**config.mk**
```make
export PLATFORM = sky130hd
export DESIGN_NAME = fp_window_accum_flat
export DESIGN_NICKNAME = d
export VERILOG_FILES = /design/src/rtl/fp_window_accum_if.sv /design/src/rtl/fp_window_accum.sv /design/src/flat_wrapper.sv
export SDC_FILE = /design/constraint.sdc
export NUM_CORES = 1
export LEC_CHECK = 0
export ABC_AREA = 1
export BUFFER_PORTS_ARGS = -buffer_cell sky130_fd_sc_hd__buf_2
export CELL_PAD_IN_SITES_DETAIL_PLACEMENT = 1
export CELL_PAD_IN_SITES_GLOBAL_PLACEMENT = 1
export CORE_ASPECT_RATIO = 1.25
export CORE_MARGIN = 5
export CORE_UTILIZATION = 30
export DETAILED_ROUTE_END_ITERATION = 7
export GPL_TIMING_DRIVEN = 0
export PLACE_DENSITY = 0.58
export SYNTH_ARGS = -nofsm -noshare
export SYNTH_HDL_FRONTEND = slang
export SYNTH_SLANG_ARGS = --single-unit
```
**constraint.sdc**
```tcl
create_clock -name clk -period 5.8 [get_ports clk]
set_clock_uncertainty 0.2 [all_clocks]
set_input_delay 0.87 -clock clk [delete_from_list [all_inputs] [get_ports clk]]
set_output_delay 0.87 -clock clk [all_outputs]
set_load 0.1 [all_outputs]
```
**src/rtl/fp_window_accum_if.sv**
```systemverilog
// Operand/result channel of the window accumulator.
// Handshake: a transfer happens on a rising edge where valid and ready are both 1;
// valid holds its payload steady until that edge, and ready never depends on valid.
`timescale 1ns/1ps
interface fp_window_accum_if #(
  parameter int EXPONENT_WIDTH = 8,
  parameter int MANTISSA_WIDTH = 23
);
  logic                      in_valid;
  logic                      in_ready;
  logic                      in_sign;
  logic [EXPONENT_WIDTH-1:0] in_exponent;
  logic [MANTISSA_WIDTH-1:0] in_prod;
  logic                      out_valid;
  logic                      out_ready;
  logic                      out_sign;
  logic [EXPONENT_WIDTH-1:0] out_exponent;
  logic [MANTISSA_WIDTH-1:0] out_mantissa;

  modport master (
    output in_valid, in_sign, in_exponent, in_prod, out_ready,
    input  in_ready, out_valid, out_sign, out_exponent, out_mantissa
  );

  modport slave (
    input  in_valid, in_sign, in_exponent, in_prod, out_ready,
    output in_ready, out_valid, out_sign, out_exponent, out_mantissa
  );
endinterface

```
**src/rtl/fp_window_accum.sv**
```systemverilog
// Sums TERMS consecutive {sign, exponent, fraction} products into one window result.
// Each term walks IDLE -> ALIGN -> ADD -> NORM; truncating arithmetic, no denormals.
`timescale 1ns/1ps
module fp_window_accum #(
  parameter int EXPONENT_WIDTH = 8,
  parameter int MANTISSA_WIDTH = 23,
  parameter int TERMS          = 9
) (
  input  logic             clk,
  input  logic             rst_n,
  fp_window_accum_if.slave bus,
  output logic [2:0]       dbg_state
);
  localparam int E   = EXPONENT_WIDTH;
  localparam int M   = MANTISSA_WIDTH;
  localparam int SW  = M + 2;
  localparam int EW  = E + 2;
  localparam int CW  = $clog2(TERMS + 1);
  localparam int LZW = $clog2(SW);
  localparam logic signed [EW-1:0] EXP_MAX = EW'((1 << E) - 2);
  localparam logic signed [EW-1:0] EXP_ONE = EW'(1);

  typedef enum logic [2:0] {IDLE, ALIGN, ADD, NORM, OUT} state_t;
  state_t state, state_nx;

  logic [CW-1:0]         count;
  logic                  acc_sign;
  logic [E-1:0]          acc_exp;
  logic [M-1:0]          acc_frac;
  logic                  op_sign;
  logic [E-1:0]          op_exp;
  logic [M-1:0]          op_frac;
  logic                  sign_a, sign_b, sum_sign;
  logic [SW-1:0]         sig_a, sig_b, sum_sig;
  logic signed [EW-1:0]  work_exp;

  logic                  al_sign_a, al_sign_b;
  logic [SW-1:0]         al_sig_a, al_sig_b, acc_sig, op_sig;
  logic [E-1:0]          diff;
  logic signed [EW-1:0]  al_exp;
  logic                  add_sign;
  logic [SW-1:0]         add_sig;
  logic [LZW-1:0]        lz;
  logic [SW-1:0]         norm_sig;
  logic signed [EW-1:0]  norm_exp;
  logic                  n_sign;
  logic [E-1:0]          n_exp;
  logic [M-1:0]          n_frac;

  // Operand "a" always carries the larger exponent; "b" is shifted down to it.
  always_comb begin
    acc_sig   = (acc_exp == '0) ? '0 : {2'b01, acc_frac};
    op_sig    = (op_exp == '0) ? '0 : {2'b01, op_frac};
    diff      = '0;
    al_sign_a = acc_sign;
    al_sig_a  = acc_sig;
    al_sign_b = op_sign;
    al_sig_b  = op_sig;
    al_exp    = {2'b00, acc_exp};
    if (op_exp == '0) begin
      al_sig_b = '0;
    end else if (acc_exp == '0) begin
      al_sign_a = op_sign;
      al_sig_a  = op_sig;
      al_sign_b = acc_sign;
      al_sig_b  = '0;
      al_exp    = {2'b00, op_exp};
    end else if (op_exp > acc_exp) begin
      diff      = op_exp - acc_exp;
      al_sign_a = op_sign;
      al_sig_a  = op_sig;
      al_sign_b = acc_sign;
      al_sig_b  = (int'(diff) > M + 1) ? '0 : (acc_sig >> diff);
      al_exp    = {2'b00, op_exp};
    end else begin
      diff      = acc_exp - op_exp;
      al_sig_b  = (int'(diff) > M + 1) ? '0 : (op_sig >> diff);
    end
  end

  always_comb begin
    add_sig  = '0;
    add_sign = 1'b0;
    if (sign_a == sign_b) begin
      add_sig  = sig_a + sig_b;
      add_sign = sign_a;
    end else if (sig_a >= sig_b) begin
      add_sig  = sig_a - sig_b;
      add_sign = sign_a;
    end else begin
      add_sig  = sig_b - sig_a;
      add_sign = sign_b;
    end
    if (add_sig == '0) add_sign = 1'b0;
  end

  // Leading-zero count below the carry bit; the highest set bit wins.
  always_comb begin
    lz = '0;
    for (int i = 0; i <= SW - 2; i++) begin
      if (sum_sig[i]) lz = LZW'(SW - 2 - i);
    end
    if (sum_sig[SW-1]) begin
      norm_sig = sum_sig >> 1;
      norm_exp = work_exp + EXP_ONE;
    end else begin
      norm_sig = sum_sig << lz;
      norm_exp = work_exp - EW'(lz);
    end
    n_sign = sum_sign;
    n_exp  = norm_exp[E-1:0];
    n_frac = norm_sig[M-1:0];
    if (norm_sig == '0 || norm_exp < EXP_ONE) begin
      n_sign = 1'b0;
      n_exp  = '0;
      n_frac = '0;
    end else if (norm_exp > EXP_MAX) begin
      n_exp  = EXP_MAX[E-1:0];
      n_frac = '1;
    end
  end

  always_comb begin
    state_nx = state;
    case (state)
      IDLE:    if (bus.in_valid) state_nx = ALIGN;
      ALIGN:   state_nx = ADD;
      ADD:     state_nx = NORM;
      NORM:    state_nx = (count == CW'(TERMS)) ? OUT : IDLE;
      OUT:     if (bus.out_ready) state_nx = IDLE;
      default: state_nx = IDLE;
    endcase
  end

  always_ff @(posedge clk or negedge rst_n) begin
    if (!rst_n) state <= IDLE;
    else        state <= state_nx;
  end

  always_ff @(posedge clk or negedge rst_n) begin
    if (!rst_n) begin
      count    <= '0;
      acc_sign <= 1'b0;
      acc_exp  <= '0;
      acc_frac <= '0;
      op_sign  <= 1'b0;
      op_exp   <= '0;
      op_frac  <= '0;
      sign_a   <= 1'b0;
      sign_b   <= 1'b0;
      sig_a    <= '0;
      sig_b    <= '0;
      work_exp <= '0;
      sum_sig  <= '0;
      sum_sign <= 1'b0;
    end else begin
      case (state)
        IDLE: if (bus.in_valid) begin
          op_sign <= bus.in_sign;
          op_exp  <= bus.in_exponent;
          op_frac <= bus.in_prod;
          count   <= count + CW'(1);
        end
        ALIGN: begin
          sign_a   <= al_sign_a;
          sign_b   <= al_sign_b;
          sig_a    <= al_sig_a;
          sig_b    <= al_sig_b;
          work_exp <= al_exp;
        end
        ADD: begin
          sum_sig  <= add_sig;
          sum_sign <= add_sign;
        end
        NORM: begin
          acc_sign <= n_sign;
          acc_exp  <= n_exp;
          acc_frac <= n_frac;
        end
        OUT: if (bus.out_ready) begin
          acc_sign <= 1'b0;
          acc_exp  <= '0;
          acc_frac <= '0;
          count    <= '0;
        end
        default: ;
      endcase
    end
  end

  assign bus.in_ready     = (state == IDLE);
  assign bus.out_valid    = (state == OUT);
  assign bus.out_sign     = (state == OUT) ? acc_sign : 1'b0;
  assign bus.out_exponent = (state == OUT) ? acc_exp : '0;
  assign bus.out_mantissa = (state == OUT) ? acc_frac : '0;
  assign dbg_state        = state;
endmodule

```
**src/flat_wrapper.sv**
```systemverilog
// flat-port wrapper written by rule: the top's interface ports become plain ports
module fp_window_accum_flat 
#(
  parameter int EXPONENT_WIDTH = 8,
  parameter int MANTISSA_WIDTH = 23,
  parameter int TERMS          = 9
)
  (clk, rst_n, dbg_state, bus_in_valid, bus_in_sign, bus_in_exponent, bus_in_prod, bus_out_ready, bus_in_ready, bus_out_valid, bus_out_sign, bus_out_exponent, bus_out_mantissa);
  fp_window_accum_if #(.EXPONENT_WIDTH(EXPONENT_WIDTH), .MANTISSA_WIDTH(MANTISSA_WIDTH)) bus_i ();
  input  logic clk;
  input  logic rst_n;
  output logic [2:0] dbg_state;
  input wire logic [$bits(bus_i.in_valid)-1:0] bus_in_valid;
  input wire logic [$bits(bus_i.in_sign)-1:0] bus_in_sign;
  input wire logic [$bits(bus_i.in_exponent)-1:0] bus_in_exponent;
  input wire logic [$bits(bus_i.in_prod)-1:0] bus_in_prod;
  input wire logic [$bits(bus_i.out_ready)-1:0] bus_out_ready;
  output wire logic [$bits(bus_i.in_ready)-1:0] bus_in_ready;
  output wire logic [$bits(bus_i.out_valid)-1:0] bus_out_valid;
  output wire logic [$bits(bus_i.out_sign)-1:0] bus_out_sign;
  output wire logic [$bits(bus_i.out_exponent)-1:0] bus_out_exponent;
  output wire logic [$bits(bus_i.out_mantissa)-1:0] bus_out_mantissa;
  assign bus_i.in_valid = bus_in_valid;
  assign bus_i.in_sign = bus_in_sign;
  assign bus_i.in_exponent = bus_in_exponent;
  assign bus_i.in_prod = bus_in_prod;
  assign bus_i.out_ready = bus_out_ready;
  assign bus_in_ready = bus_i.in_ready;
  assign bus_out_valid = bus_i.out_valid;
  assign bus_out_sign = bus_i.out_sign;
  assign bus_out_exponent = bus_i.out_exponent;
  assign bus_out_mantissa = bus_i.out_mantissa;
  fp_window_accum #(.EXPONENT_WIDTH(EXPONENT_WIDTH), .MANTISSA_WIDTH(MANTISSA_WIDTH), .TERMS(TERMS)) u_core (.clk(clk), .rst_n(rst_n), .bus(bus_i), .dbg_state(dbg_state));
endmodule
```
==> results <==
- TritonCTS built the clock tree.
- Before CTS, the worst setup slack after placement is 87.2 ps.
- Yosys attributes the largest share of cell area to dfrtp_1, nand2_1, o21ai_0.
- Leaving out fill and tap cells, the most frequent cells in the layout are nand2_1, inv_1, o21ai_0.
- The most numerous cell on the critical path is nand2_1.
- The number of global-route vias before repair is 18.5k.
- The final count of pins violating max slew is 0.
- The final route contains 18.0k vias.
- The count of state elements after synthesis is 155.
- The HPWL reported at the end of detailed placement is 65500 µm.
- The die is 216 µm wide.
- The run finished with clean final reports.
- The transition time of the tightest slew-check pin is 1020 ps.
- The total setup violations reported at the end of the flow is 0.
- The largest total area in the synthesized netlist belongs to dfrtp_1.
- The number of cells on the worst reg-to-reg path is 40.
- The endpoint kind of the worst setup timing path is a flip-flop.
- Cells with a size suffix above 1 make up 8.17% of the layout.
- After clock tree synthesis, the clock-pin slew on the worst setup and hold paths is 80 ps.
- The highest-delay cell along the critical path is dfrtp_1.
- The critical path start-end classification is reg -> reg.
- The mapped netlist covers 0.0160 mm².
- Leaving out fill and tap cells, the most frequent cell in the layout is nand2_1.
- The number of optimization iterations in the first detailed-route pass is 5.
- The floorplan step set the die height to 268 µm.
- The number of buffers on the longest clock path is 2.
- The arrival time of the worst setup path is 5500 ps.
- Setup repair after global routing left no endpoint under its margin.
- Entering global routing, the biggest net connects 91 pins.
- The summed negative setup slack over all endpoints is 0 ps.
- In the finished design, the share of the clock period the worst path needs comes to 92.8%.
- After detailed routing, the wire length on met1 is 33500 µm.
- The number of nets in the synthesized netlist is 2663.
- The share of synthesized flip-flops with an asynchronous set or reset is 100%.
- The number of buffers added by the clock tree synthesis step is 17.
- The highest routed metal layer is met4.
- The I/O pin count is 73.
- For this run, the top clock speed supported by timing is 186 MHz.
- The total die area is 0.0580 mm².
- The number of nets with antenna violations after detailed routing is 0.
- The via density per instance is 5.44.
- The total length of routed met2 wires is 38000 µm.
- After floorplanning, the core was divided into 94 placement rows.
- The number of antenna violations at the first check in global routing is 1.
- The number of H-tree levels is 4.
- The count of final hold-check violations is 0.
- Once routing completed, OpenROAD measured the worst setup slack at 415 ps.
- The worst-case headroom to the max-slew limit is 31.8%.
- The type of element launching the critical path is a flip-flop.
- The count of different cell masters after synthesis is 69.
- The average footprint of a synthesized cell is 6.32 µm².
- The master cell of the clock root buffer is clkbuf_16.
- The first global-routing pass estimated 116000 µm of wire.
- The class of the tightest hold or removal check is in -> async.
- The initial standard-cell utilization of the core is 30.3%.
- Counting I/O delays and the setup requirement, the final critical path takes 5380 ps.
- Fill cells in the final layout number 6896.
- Port buffering added 72 buffers.
- The total number of nets in the final design is 2756.
- The total of warnings raised by yosys is 0.
- For the worst setup path, the data required time is 5910 ps.
- The area growth from synthesis to layout is 11.7%.
- The average wire length per cell after detail routing is 23.7 µm.
- The total overflow left after global routing is 0.
- For this block, the initial DRC count from the detailed router was 1173.
- The sequential fraction of the synthesis area is 24.3%.
- In this run the worst path has a maximum fanout of 10.
- The number of enable-type register cells in the synthesized netlist is 0.
- The sink count of the clock tree is 155.
- Global routing used 26.4% of the available tracks.
- The total routed wirelength is 78100 µm.
- After synthesis, the largest area contributor takes up 24.3% of total cell area.
- The number of standard cells after synthesis is 2525.
- The worst register-to-register path has a setup slack of 420 ps.
- The worst-skew pair later-pin latency is 470 ps.
- The post-detailed-route DRC marker count is 0.
- After floorplanning, the core was sized to cover 0.0527 mm².
- Cells fill 33.8% of the core in the end.
- For this run, the slowest stage of the critical path takes 540 ps.
- Max-cap violations in this run came to 0.
- The most used flip-flop cell after synthesis is dfrtp_1.
- In this run, post-CTS hold repair placed 0 buffers.
- The weighted congestion at the end of routability-driven global placement is 0.964.
- The tightest hold margin is 130 ps.
- The routed length on met3 is 2620 µm.
-- per-layer routing --
layer	track usage [%]	vias to the layer above
met5	0	-
met3	2.40	145
met2	46.2	415
li1	-	8575
met4	12.5	0
met1	32.9	8844
-- what timing repair did --
item	4_1_cts	5_1_grt
gates resized for setup	0	2
setup buffers	0	1
endpoints found under the setup margin	0	32
-- cell usage after synthesis (all sizes together), types with 8 or more instances --
cell,number
xor2,40
buf,63
ha,96
a31oi,16
nand3,215
inv,326
mux2i,14
nor2,194
o21ai,349
o21a,10
nand4,22
nor3,25
or2,8
o22ai,19
a21oi,186
o211ai,41
dfrtp,155
clkbuf,68
nor4,14
nand2,577
-- cell families (layout without fill, tap and decap cells) --
logic type	after synthesis	after routing	share of synthesized area (%)
and+or+nand+nor	1068	1068	28.4
AOI/OAI and AO/OA	678	678	23.9
buffers and inverters	464	570	11.8
DFF	155	155	24.3
adders and majority gates	102	102	8.27
xor gates and xnor gates	44	44	2.41
muxes	14	14	0.878
other	0	1	0
-- flip-flops by register name, indices dropped and copies added, names as in the netlist, 4 cells and up --
| name | cells |
|---|---|
| u_core.acc_exp | 8 |
| u_core.count | 4 |
| u_core.sum_sig | 25 |
| u_core.sig_b | 24 |
| u_core.op_frac | 23 |
| u_core.sig_a | 24 |
| u_core.acc_frac | 23 |
| u_core.work_exp | 8 |
| u_core.op_exp | 8 |
-- per-stage QoR --
stage,instance area (µm²),instances
2_1_floorplan,16000,2525
3_3_place_gp,17200,3269
3_5_place_dp,17200,3270
4_1_cts,17800,3302
5_1_grt,17800,3303
6_report,17800,3304
-- critical path, delay by kind of cell (launching register included) --
kind            cells  cell delay, ps
simple gates       25            1630
compound gates      6            1350
buf+inv             6             670
fa+ha+maj           2             590
flops               1             540
xor+xnor            1             250
-- final timing paths --
check	startpoint	to
worst max-delay path	u_core.sum_sig[2]$_DFFE_PN0P_	u_core.acc_exp[3]$_DFFE_PN0P_
worst min-delay path	rst_n	u_core.op_frac[7]$_DFFE_PN0P_
worst max register to register	u_core.sum_sig[2]$_DFFE_PN0P_	u_core.acc_exp[3]$_DFFE_PN0P_
worst min register to register	u_core.acc_frac[6]$_DFFE_PN0P_	u_core.acc_frac[6]$_DFFE_PN0P_
max in group asynchronous	rst_n	u_core.sum_sig[20]$_DFFE_PN0P_
min in group clk	u_core.acc_frac[6]$_DFFE_PN0P_	u_core.acc_frac[6]$_DFFE_PN0P_
-- cell type report --
| class | instances | area [µm²] | share of cell area [%] |
|---|---|---|---|
| buffer | 131 | 637 | 3.57 |
| antenna | 1 | 2.50 | 0.0140 |
| multi-input combinational | 1906 | 10200 | 57.3 |
| inverter | 333 | 1250 | 7.03 |
| timing repair buffer | 74 | 405 | 2.27 |
| clock inverter | 15 | 168 | 0.940 |
| clock buffer | 17 | 425 | 2.39 |
| tap | 672 | 841 | 4.71 |
| sequential | 155 | 3880 | 21.7 |
Power is not shown: default switching activity piles up to over one toggle a cycle in this logic, so the estimate is an artifact.
